===== src/rtl/ram_scan_ctrl.sv =====
// Control stage for the RAM / 7-segment path. It either fills the RAM with a seeded ramp, or scans it and holds each word for DWELL cycles.
// Define RAM_SCAN_VERIFY_EN to build the read-back compare that drives error_o.
module ram_scan_ctrl #(
  parameter int ADDR_W = 4,
  parameter int DATA_W = 4,
  parameter int DWELL  = 2500000
) (
  input  logic              clk_i,
  input  logic              rst_i,
  input  logic              start_i,
  input  logic              mode_i,
  input  logic              stop_i,
  input  logic [DATA_W-1:0] seed_i,
  output logic [ADDR_W-1:0] addr_o,
  output logic              rden_o,
  output logic              wren_o,
  output logic [DATA_W-1:0] dato_write_o,
  input  logic [DATA_W-1:0] dato_read_i,
  output logic [DATA_W-1:0] disp_o,
  output logic              busy_o,
  output logic              done_o,
  output logic              error_o
);

  localparam logic [2:0] S_IDLE   = 3'd0;
  localparam logic [2:0] S_FILL   = 3'd1;
  localparam logic [2:0] S_RD_REQ = 3'd2;
  localparam logic [2:0] S_RD_CAP = 3'd3;
  localparam logic [2:0] S_DWELL  = 3'd4;

  localparam int                CNT_W      = (DWELL > 1) ? $clog2(DWELL) : 1;
  localparam logic [CNT_W-1:0]  DWELL_LOAD = CNT_W'(DWELL - 1);
  localparam logic [ADDR_W-1:0] ADDR_LAST  = '1;

  // Ramp value stored at address a: (a + seed) mod 2^DATA_W.
  function automatic logic [DATA_W-1:0] ramp_word(input logic [ADDR_W-1:0] a,
                                                  input logic [DATA_W-1:0] s);
    return DATA_W'(a) + s;
  endfunction

  logic [2:0]        state_q, state_d;
  logic [ADDR_W-1:0] addr_q,  addr_d;
  logic [DATA_W-1:0] seed_q,  seed_d;
  logic [CNT_W-1:0]  cnt_q,   cnt_d;
  logic              stop_q,  stop_d;
  logic [DATA_W-1:0] disp_q,  disp_d;
  logic [DATA_W-1:0] wdata_q, wdata_d;
  logic              wren_q,  wren_d;
  logic              rden_q,  rden_d;
  logic              busy_q,  busy_d;
  logic              done_q,  done_d;
  logic [ADDR_W-1:0] addr_inc;

  assign addr_inc = addr_q + ADDR_W'(1);

  // Outputs are computed for the state being entered, then registered.
  always_comb begin
    // NOTE: every _d gets a default before the case, so no path can infer a latch.
    state_d = state_q;
    addr_d  = addr_q;
    seed_d  = seed_q;
    cnt_d   = cnt_q;
    stop_d  = stop_q;
    disp_d  = disp_q;
    wdata_d = '0;
    wren_d  = 1'b0;
    rden_d  = 1'b0;
    done_d  = 1'b0;

    case (state_q)
      S_IDLE: begin
        if (start_i) begin
          seed_d = seed_i;
          addr_d = '0;
          stop_d = 1'b0;
          if (mode_i) begin
            state_d = S_RD_REQ;
            rden_d  = 1'b1;
          end else begin
            state_d = S_FILL;
            wren_d  = 1'b1;
            wdata_d = ramp_word('0, seed_i);
          end
        end
      end
      S_FILL: begin
        if (addr_q == ADDR_LAST) begin
          state_d = S_IDLE;
          done_d  = 1'b1;
        end else begin
          addr_d  = addr_inc;
          wren_d  = 1'b1;
          wdata_d = ramp_word(addr_inc, seed_q);
        end
      end
      S_RD_REQ: begin
        state_d = S_RD_CAP;
        stop_d  = stop_q | stop_i;
      end
      S_RD_CAP: begin
        state_d = S_DWELL;
        disp_d  = dato_read_i;
        cnt_d   = DWELL_LOAD;
        stop_d  = stop_q | stop_i;
      end
      S_DWELL: begin
        stop_d = stop_q | stop_i;
        if (cnt_q == '0) begin
          // A stop seen anywhere in this word's scan slot ends the scan here.
          if (stop_q | stop_i) begin
            state_d = S_IDLE;
            done_d  = 1'b1;
          end else begin
            state_d = S_RD_REQ;
            addr_d  = addr_inc;
            rden_d  = 1'b1;
          end
        end else begin
          cnt_d = cnt_q - CNT_W'(1);
        end
      end
      default: state_d = S_IDLE;
    endcase

    busy_d = (state_d != S_IDLE);
  end

  always_ff @(posedge clk_i or negedge rst_i) begin
    if (!rst_i) begin
      state_q <= S_IDLE;
      addr_q  <= '0;
      seed_q  <= '0;
      cnt_q   <= '0;
      stop_q  <= 1'b0;
      disp_q  <= '0;
      wdata_q <= '0;
      wren_q  <= 1'b0;
      rden_q  <= 1'b0;
      busy_q  <= 1'b0;
      done_q  <= 1'b0;
    end else begin
      // NOTE: non-blocking assignments so every register samples pre-edge values.
      state_q <= state_d;
      addr_q  <= addr_d;
      seed_q  <= seed_d;
      cnt_q   <= cnt_d;
      stop_q  <= stop_d;
      disp_q  <= disp_d;
      wdata_q <= wdata_d;
      wren_q  <= wren_d;
      rden_q  <= rden_d;
      busy_q  <= busy_d;
      done_q  <= done_d;
    end
  end

  assign addr_o       = addr_q;
  assign rden_o       = rden_q;
  assign wren_o       = wren_q;
  assign dato_write_o = wdata_q;
  assign disp_o       = disp_q;
  assign busy_o       = busy_q;
  assign done_o       = done_q;

`ifdef RAM_SCAN_VERIFY_EN
  logic error_q, error_d;

  // The scanned word must match the ramp that FILL would have written with the scan's seed.
  always_comb begin
    error_d = error_q;
    if (state_q == S_IDLE && start_i) begin
      error_d = 1'b0;
    end else if (state_q == S_RD_CAP && dato_read_i != ramp_word(addr_q, seed_q)) begin
      error_d = 1'b1;
    end
  end

  always_ff @(posedge clk_i or negedge rst_i) begin
    if (!rst_i) error_q <= 1'b0;
    else        error_q <= error_d;
  end

  assign error_o = error_q;
`else
  assign error_o = 1'b0;
`endif

endmodule


===== config.mk =====
export PLATFORM = sky130hd
export DESIGN_NAME = ram_scan_ctrl
export DESIGN_NICKNAME = d
export VERILOG_FILES = /design/src/rtl/ram_scan_ctrl.sv
export SDC_FILE = /design/constraint.sdc
export NUM_CORES = 1
export LEC_CHECK = 0
export ABC_CLOCK_PERIOD_IN_PS = 5950
export CELL_PAD_IN_SITES_DETAIL_PLACEMENT = 1
export CELL_PAD_IN_SITES_GLOBAL_PLACEMENT = 1
export CORE_AREA = 2 2 75 84
export CTS_CLUSTER_DIAMETER = 200
export DETAILED_ROUTE_END_ITERATION = 12
export DIE_AREA = 0 0 77 86
export PLACE_DENSITY_LB_ADDON = 0.1
export SYNTH_ARGS = -nofsm -noshare
export SYNTH_HDL_FRONTEND = slang
export SYNTH_SLANG_ARGS = --single-unit
export TNS_END_PERCENT = 20

===== constraint.sdc =====
create_clock -name clk_i -period 5.95 [get_ports clk_i]
set_clock_uncertainty 0.15 [all_clocks]
set_input_delay 0.595 -clock clk_i [delete_from_list [all_inputs] [get_ports clk_i]]
set_output_delay 0.595 -clock clk_i [all_outputs]
set_load 0.02 [all_outputs]

==> results of run 1 <==
==> layer usage <==
layer	up-vias	wire, µm
met1	941	2430
met4	0	70
met2	26	2920
met3	6	130
met5	-	0
li1	903	-
==> final cells by class <==
| class | instances | area (µm²) | share of cell area [%] |
|---|---|---|---|
| Clock buffer | 6 | 82.6 | 2.95 |
| Clock inverter | 2 | 12.5 | 0.446 |
| Inverter | 9 | 33.8 | 1.20 |
| Multi-Input combinational cell | 178 | 1150 | 41.1 |
| Sequential cell | 46 | 1150 | 41.1 |
| Tap cell | 77 | 96.3 | 3.44 |
| Timing Repair Buffer | 28 | 275 | 9.82 |
==> report_power, final <==
| part | switching (mW) | internal (mW) | leakage (nW) |
|---|---|---|---|
| combinational | 0.290 | 0.245 | 0.543 |
| sequential | 0.125 | 0.421 | 0.561 |
| clock | 0.109 | 0.0935 | 0.0472 |
| total | 0.523 | 0.759 | 1.15 |
==> cells by family (layout without fill, tap and decap cells) <==
family,count (synthesis),count (layout),share of synthesized area (%)
AO/OA/AOI/OAI,31,31,8.87
XOR/XNOR,10,10,3.67
adder cells (fa/ha/maj),6,6,3.46
buffers and inverters,18,45,3.41
flip-flops,46,46,48.3
multiplexers,13,13,5.67
other,1,1,0.157
AND/OR/NAND/NOR,117,117,26.5
==> worst min path at each step <==
stage | startpoint | endpoint | cells after the start
floorplan | rst_i | addr_o[0]$_DFFE_PN0P_ | 0
global placement | disp_o[1]$_DFFE_PN0N_ | disp_o[1]$_DFFE_PN0N_ | 2
detailed placement | disp_o[1]$_DFFE_PN0N_ | disp_o[1]$_DFFE_PN0N_ | 2
CTS | disp_o[1]$_DFFE_PN0N_ | disp_o[1]$_DFFE_PN0N_ | 2
global route | disp_o[3]$_DFFE_PN0N_ | disp_o[3]$_DFFE_PN0N_ | 2
finish | rst_i | cnt_q[10]$_DFFE_PN0P_ | 1
==> sequential cells by signal, indices dropped and copies added, names as in the netlist <==
signal / cells
cnt_q: 22
addr_o: 4
dato_write_o: 4
disp_o: 4
seed_q: 4
state_q: 3
busy_o: 1
done_o: 1
rden_o: 1
stop_q: 1
wren_o: 1
==> metrics by stage <==
step           cell area [µm²]  utilization (%)  cells
3_5_place_dp              2710             47.3    338
5_1_grt                   2800             48.9    346
2_1_floorplan             2380                -    242
6_report                  2800             48.9    346
3_3_place_gp              2710             47.3    338
4_1_cts                   2800             48.9    346
==> cells in the final DEF, fill, tap and decap left out, types with 2 or more instances in the layout <==
cell type | netlist | layout
dfrtp_1 | 46 | 46
nand2_1 | 36 | 36
clkdlybuf4s50_1 | 0 | 27
nor2_1 | 20 | 20
nor3_1 | 11 | 11
nand3_1 | 10 | 10
inv_1 | 9 | 9
mux2i_1 | 9 | 9
a21oi_1 | 6 | 6
xor2_1 | 6 | 6
o21ai_0 | 6 | 6
clkbuf_8 | 0 | 6
nor4_1 | 5 | 5
or3_1 | 5 | 5
ha_1 | 5 | 5
nor2b_1 | 4 | 4
xnor2_1 | 4 | 4
nand4_1 | 4 | 4
mux2_2 | 4 | 4
o2bb2ai_1 | 4 | 4
or4_1 | 4 | 4
a22o_1 | 3 | 3
nor4_4 | 2 | 2
nor3b_1 | 2 | 2
nand2b_1 | 2 | 2
or2_2 | 2 | 2
o31ai_1 | 2 | 2
and3_1 | 2 | 2
a211oi_1 | 2 | 2
o211ai_1 | 2 | 2
==> results.md, run 1 <==
* Status: finished, final reports clean
* Dpl ws at 3.33 ns
* Cell type with the highest aggregate area in the netlist: dfrtp_1
* Final Total Pwr at 1.28 mW
* Worst slew pin tran at 1.03 ns
* RSZ-0062 raised after global routing: false
* Die width at 77 µm
* Average size of a mapped cell at 9.85 µm²
* Endpoint of the most critical register-to-register path: addr_o[1]$_DFFE_PN0P_
* Critical path required time at 5.99 ns
* Filler cell count at 675
* Number of CTS-inserted buffers at 5
* Top cell family by delay on the critical path: compound AO/OA/AOI/OAI gates
* HP Class: in -> async
* Number of antenna violations at the first check in global routing at 0
* EDFF count, synth at 0
* Synthesized area at 2380 µm²
* Top_reg_cell synth: dfrtp_1
* Crit. Startpoint: cnt_q[0]$_DFFE_PN0P_
* Final clock period utilization by the worst path at 43.3%
* Slowest stage cell on the critical path: o21ai_2
* Post-synthesis sequential area ratio at 48.3%
* Post-CTS sizing at 0
* Core area at 5730 µm²
* CTS H-tree depth at 2
* Number of standard-cell rows in the floorplan at 29
* Count of pins on the block boundary at 30
* Routability cong. at 0.770
* Crit path to: addr_o[1]$_DFFE_PN0P_
* Static Leak at 1.15 nW
* Port Buffers at 28
* Count of antenna diodes in the layout at 0
* DRC violation count after routing at 0
* Top-area cell type share of the netlist area at 48.3%
* Worst hold slack at 0.318 ns
* Max-cap viol count at 0
* Proportion of register bits with asynchronous set or reset after synthesis at 100%
* Worst R2R Setup Slack at 3.37 ns
* Buffering stage count on the worst path with inverters included at 1
* Count of cell instances traversed by the critical path at 7
* Detailed Routing Iterations Pass 1 at 4
* Initial drt markers at 80
* Number of distinct library cell variants in the gate-level netlist after synthesis at 48
* CTS root buffer: clkbuf_8
* HPWL after detailed placement at 4060 µm
* Initial core utilization at 41.6%
* Highest Clock Rate at 0.388 GHz
* Post-route setup slack at 3.37 ns
* Vias after detailed routing at 1876
* Worst-Skew Late Latency at 0.31 ns
* Nets@finish at 287
* Global routing usage on met2 at 33.7%
* Post-CTS setup buffer count at 0
* Data arrival time of the worst path at 2.61 ns
* Relative slew slack at 31.2%
* Biggest area contributors in the synthesized netlist: dfrtp_1 (48%), nand2_1 (5.7%), mux2i_1 (3.8%), nor2_1 (3.1%), ha_1 (2.6%)
* Warnings, synthesis at 0
* Number of max-slew violations in the final report at 0
* Maximum number of pins on one net before global-route repair at 47
* FF-to-FF Start: cnt_q[0]$_DFFE_PN0P_
* Syn nets at 261
* Hold buffer count at CTS at 0
* Busiest layer in global routing: met2
* Global routing met3 resource utilization at 4.32%
* Count of mapped cells out of synthesis at 242
* CTS clk-pin slew, worst paths at 0.09 ns
* Routed Antenna Nets at 0
* Global routing usage summed across all routing layers at 18.4%
* Wirelength, routed at 5550 µm
* Worst Reg-to-Reg Cells at 7
* Type of the setup path with the least slack: reg -> reg
* GR met1 Demand/Resource at 21.2%
* Maximum fanout count along the critical path at 22
* Critical Path End Type: flop
* CP cell instances: inv_1 -> ha_1 -> nor3b_1 -> nand4_2 -> o21ai_2 -> nand2_1 -> o2bb2ai_1
* Global-route wire length before repair at 9510 µm
* Synth Register Bits at 46
* Sum of negative setup slack at 0 ns
* Clk buf depth at 2
* Layout cells sized above 1 at 7.81%
* Largest voltage drop on the vdd net at 0.250 mV
* Via/cell ratio at 5.42
* Total power divided by cell area at 457 nW/µm²
* Final Hold Fails at 0
* Total grt overflow at 0
* Final-report setup violation count at 0
* Via count of the first global-routing pass at 2001
* CTS tree: built
* Top cells by instance count after synthesis: dfrtp_1 (46), nand2_1 (36), nor2_1 (20), nor3_1 (11), nand3_1 (10)
* Final period demand of the worst path at 2.58 ns
* Dominant cell by count in the synthesized netlist: dfrtp_1
* Highest cell delay on the worst timing path at 0.71 ns
* Area of the die at 6620 µm²
* Die height at 86 µm
* Area overhead of the layout relative to synthesis at 17.6%
* Average wire per cell in the routed design at 16.0 µm
* Kind of launch point of the worst setup path: flop
* Total clock sinks at 46
No activity file was read; power rests on OpenSTA's default activity.
==> run 2: changes to the inputs <==
--- a/config.mk
+++ b/config.mk
@@ -5,7 +5,7 @@
 export SDC_FILE = /design/constraint.sdc
 export NUM_CORES = 1
 export LEC_CHECK = 0
-export ABC_CLOCK_PERIOD_IN_PS = 5950
+export ABC_CLOCK_PERIOD_IN_PS = 2600
 export CELL_PAD_IN_SITES_DETAIL_PLACEMENT = 1
 export CELL_PAD_IN_SITES_GLOBAL_PLACEMENT = 1
 export CORE_AREA = 2 2 75 84
==> constraint.sdc (replaced) <==
create_clock -name clk_i -period 2.6 [get_ports clk_i]
set_clock_uncertainty 0.15 [all_clocks]
set_input_delay 0.26 -clock clk_i [delete_from_list [all_inputs] [get_ports clk_i]]
set_output_delay 0.26 -clock clk_i [all_outputs]
set_load 0.02 [all_outputs]
==> results.md, run 2 (same netlist as run 1, synthesis figures left out) <==
* Status: finished, final reports clean (unchanged)
* Worst Reg-to-Reg Cells at 8 (was 7)
* Area of the die at 6620 µm² (unchanged)
* Sum of negative setup slack at 0 ns (unchanged)
* Relative slew slack at 66.4% (was 31.2%)
* Number of antenna violations at the first check in global routing at 0 (unchanged)
* Final Hold Fails at 0 (unchanged)
* Core area at 5730 µm² (unchanged)
* Final-report setup violation count at 0 (unchanged)
* Global routing met3 resource utilization at 2.53% (was 4.32%)
* Detailed Routing Iterations Pass 1 at 4 (unchanged)
* Final Total Pwr at 2.97 mW (was 1.28 mW)
* Area of all placed cells without fillers at 2860 µm² (was 2800 µm²)
* Layout cells sized above 1 at 9.75% (was 7.81%)
* Static Leak at 1.19 nW (was 1.15 nW)
* Type of the setup path with the least slack: reg -> reg (unchanged)
* HPWL after detailed placement at 4090 µm (was 4060 µm)
* Final period demand of the worst path at 2.32 ns (was 2.58 ns)
* Via count of the first global-routing pass at 1941 (was 2001)
* Worst slew pin tran at 0.504 ns (was 1.03 ns)
* CTS root buffer: clkbuf_8 (unchanged)
* Count of antenna diodes in the layout at 0 (unchanged)
* Clk buf depth at 2 (unchanged)
* Maximum fanout count along the critical path at 14 (was 22)
* Routability cong. at 0.758 (was 0.770)
* Area overhead of the layout relative to synthesis at 20.0% (was 17.6%)
* Average wire per cell in the routed design at 15.7 µm (was 16.0 µm)
* DRC violation count after routing at 0 (unchanged)
* Number of standard-cell rows in the floorplan at 29 (unchanged)
* Biggest register: cnt_q (unchanged)
* Worst R2R Setup Slack at 0.28 ns (was 3.37 ns)
* Total clock sinks at 46 (unchanged)
* CTS clk-pin slew, worst paths at 0.09 ns (about the same)
* Kind of launch point of the worst setup path: flop (unchanged)
* Most frequent cells in the layout: dfrtp_1 (46), nand2_1 (36), clkdlybuf4s50_1 (27) (unchanged)
* Post-CTS setup buffer count at 0 (unchanged)
* Filler cell count at 670 (was 675)
* Number of CTS-inserted buffers at 5 (unchanged)
* Global routing usage on met2 at 32.7% (was 33.7%)
* Vias after detailed routing at 1886 (was 1876)
* Highest Clock Rate at 0.430 GHz (was 0.388 GHz)
* CTS tree: built (unchanged)
* Global routing usage summed across all routing layers at 18.3% (was 18.4%)
* Placed instance area at 2760 µm² (was 2710 µm²)
* HP Class: in -> async (unchanged)
* GR met1 Demand/Resource at 22.0% (was 21.2%)
* Critical path required time at 2.63 ns (was 5.99 ns)
* Largest voltage drop on the vdd net at 0.518 mV (was 0.250 mV)
* Worst-Skew Late Latency at 0.31 ns (about the same)
* Total grt overflow at 0 (unchanged)
* Routed Antenna Nets at 0 (unchanged)
* Critical Path End Type: flop (unchanged)
* Data arrival time of the worst path at 2.36 ns (was 2.61 ns)
* Most frequent standard cell in the layout excluding fill and tap cells: dfrtp_1 (unchanged)
* Die width at 77 µm (unchanged)
* Final clock period utilization by the worst path at 89.4% (was 43.3%)
* Max-cap viol count at 0 (unchanged)
* Port Buffers at 28 (unchanged)
* Nets@finish at 295 (was 287)
* Total power divided by cell area at 1040 nW/µm² (was 457 nW/µm²)
* Maximum number of pins on one net before global-route repair at 27 (was 47)
* Max reg flops at 22 (unchanged)
* Post-CTS sizing at 0 (unchanged)
* Initial drt markers at 100 (was 80)
* Global-route wire length before repair at 9500 µm (was 9510 µm)
* Initial core utilization at 41.6% (unchanged)
* Via/cell ratio at 5.33 (was 5.42)
* RSZ-0062 raised after global routing: false (unchanged)
* Busiest layer in global routing: met2 (unchanged)
* Wirelength, routed at 5560 µm (was 5550 µm)
* Number of max-slew violations in the final report at 0 (unchanged)
* Count of pins on the block boundary at 30 (unchanged)
* Die height at 86 µm (unchanged)
* CTS H-tree depth at 2 (unchanged)
==> run 2: metal layers <==
| metal | wire, µm | part of all wire, % | vias to the layer above |
|---|---|---|---|
| li1 | - | - | 918 |
| met1 | 2460 | 44 | 932 |
| met2 | 2860 | 51 | 27 |
| met3 | 123 | 2.2 | 9 |
| met4 | 120 | 2.2 | 0 |
| met5 | 0 | 0 | - |
==> run 2: final cells by class <==
type | instances | area, µm² | area share (%)
multi-input combinational | 178 | 1150 | 40.3
sequential | 46 | 1150 | 40.2
inverter | 9 | 33.8 | 1.18
timing repair buffer | 36 | 338 | 11.8
tap | 77 | 96.3 | 3.37
clock inverter | 1 | 5.00 | 0.175
clock buffer | 7 | 86.3 | 3.02
==> run 2: worst paths after layout <==
path / startpoint / endpoint
max in group asynchronous: rst_i / stop_q$_DFFE_PN0P_
worst min register to register: disp_o[3]$_DFFE_PN0N_ / disp_o[3]$_DFFE_PN0N_
worst max-delay path: cnt_q[0]$_DFFE_PN0P_ / cnt_q[9]$_DFFE_PN0P_
worst min-delay path: rst_i / cnt_q[12]$_DFFE_PN0P_
worst max register to register: cnt_q[0]$_DFFE_PN0P_ / cnt_q[9]$_DFFE_PN0P_
min in group clk_i: dato_read_i[3] / disp_o[3]$_DFFE_PN0N_
==> run 2: stage by stage <==
step / hold slack, ns / util (%) / instances / worst slack (ns)
2_1_floorplan: -0.186 / - / 242 / 0.469
3_3_place_gp: 0.101 / 48.2 / 345 / 0.400
3_5_place_dp: 0.105 / 48.2 / 345 / 0.312
4_1_cts: 0.301 / 49.9 / 354 / 0.285
5_1_grt: 0.328 / 49.9 / 354 / 0.0671
6_report: 0.313 / 49.9 / 354 / 0.277
==> run 2: timing repair <==
action / in CTS / in global routing
hold endpoints to repair: 20 / 0
hold buffers: 1 / 0
setup endpoints to repair: 0 / 0
==> run 2: report_power, final <==
part | internal, mW | leakage [nW] | switching [mW] | total (mW)
clock | 0.215 | 0.0482 | 0.247 | 0.462
combinational | 0.596 | 0.581 | 0.692 | 1.29
sequential | 0.963 | 0.561 | 0.259 | 1.22
total | 1.77 | 1.19 | 1.20 | 2.97
==> run 2: worst max-delay path, cell delays in order (launching register included) <==
cell and delay (ns):
dfrtp_1 0.42, inv_1 0.09, ha_1 0.18, nor3b_1 0.25
nand4_2 0.21, o21ai_2 0.41, buf_4 0.27, nor4_1 0.08
mux2i_1 0.14
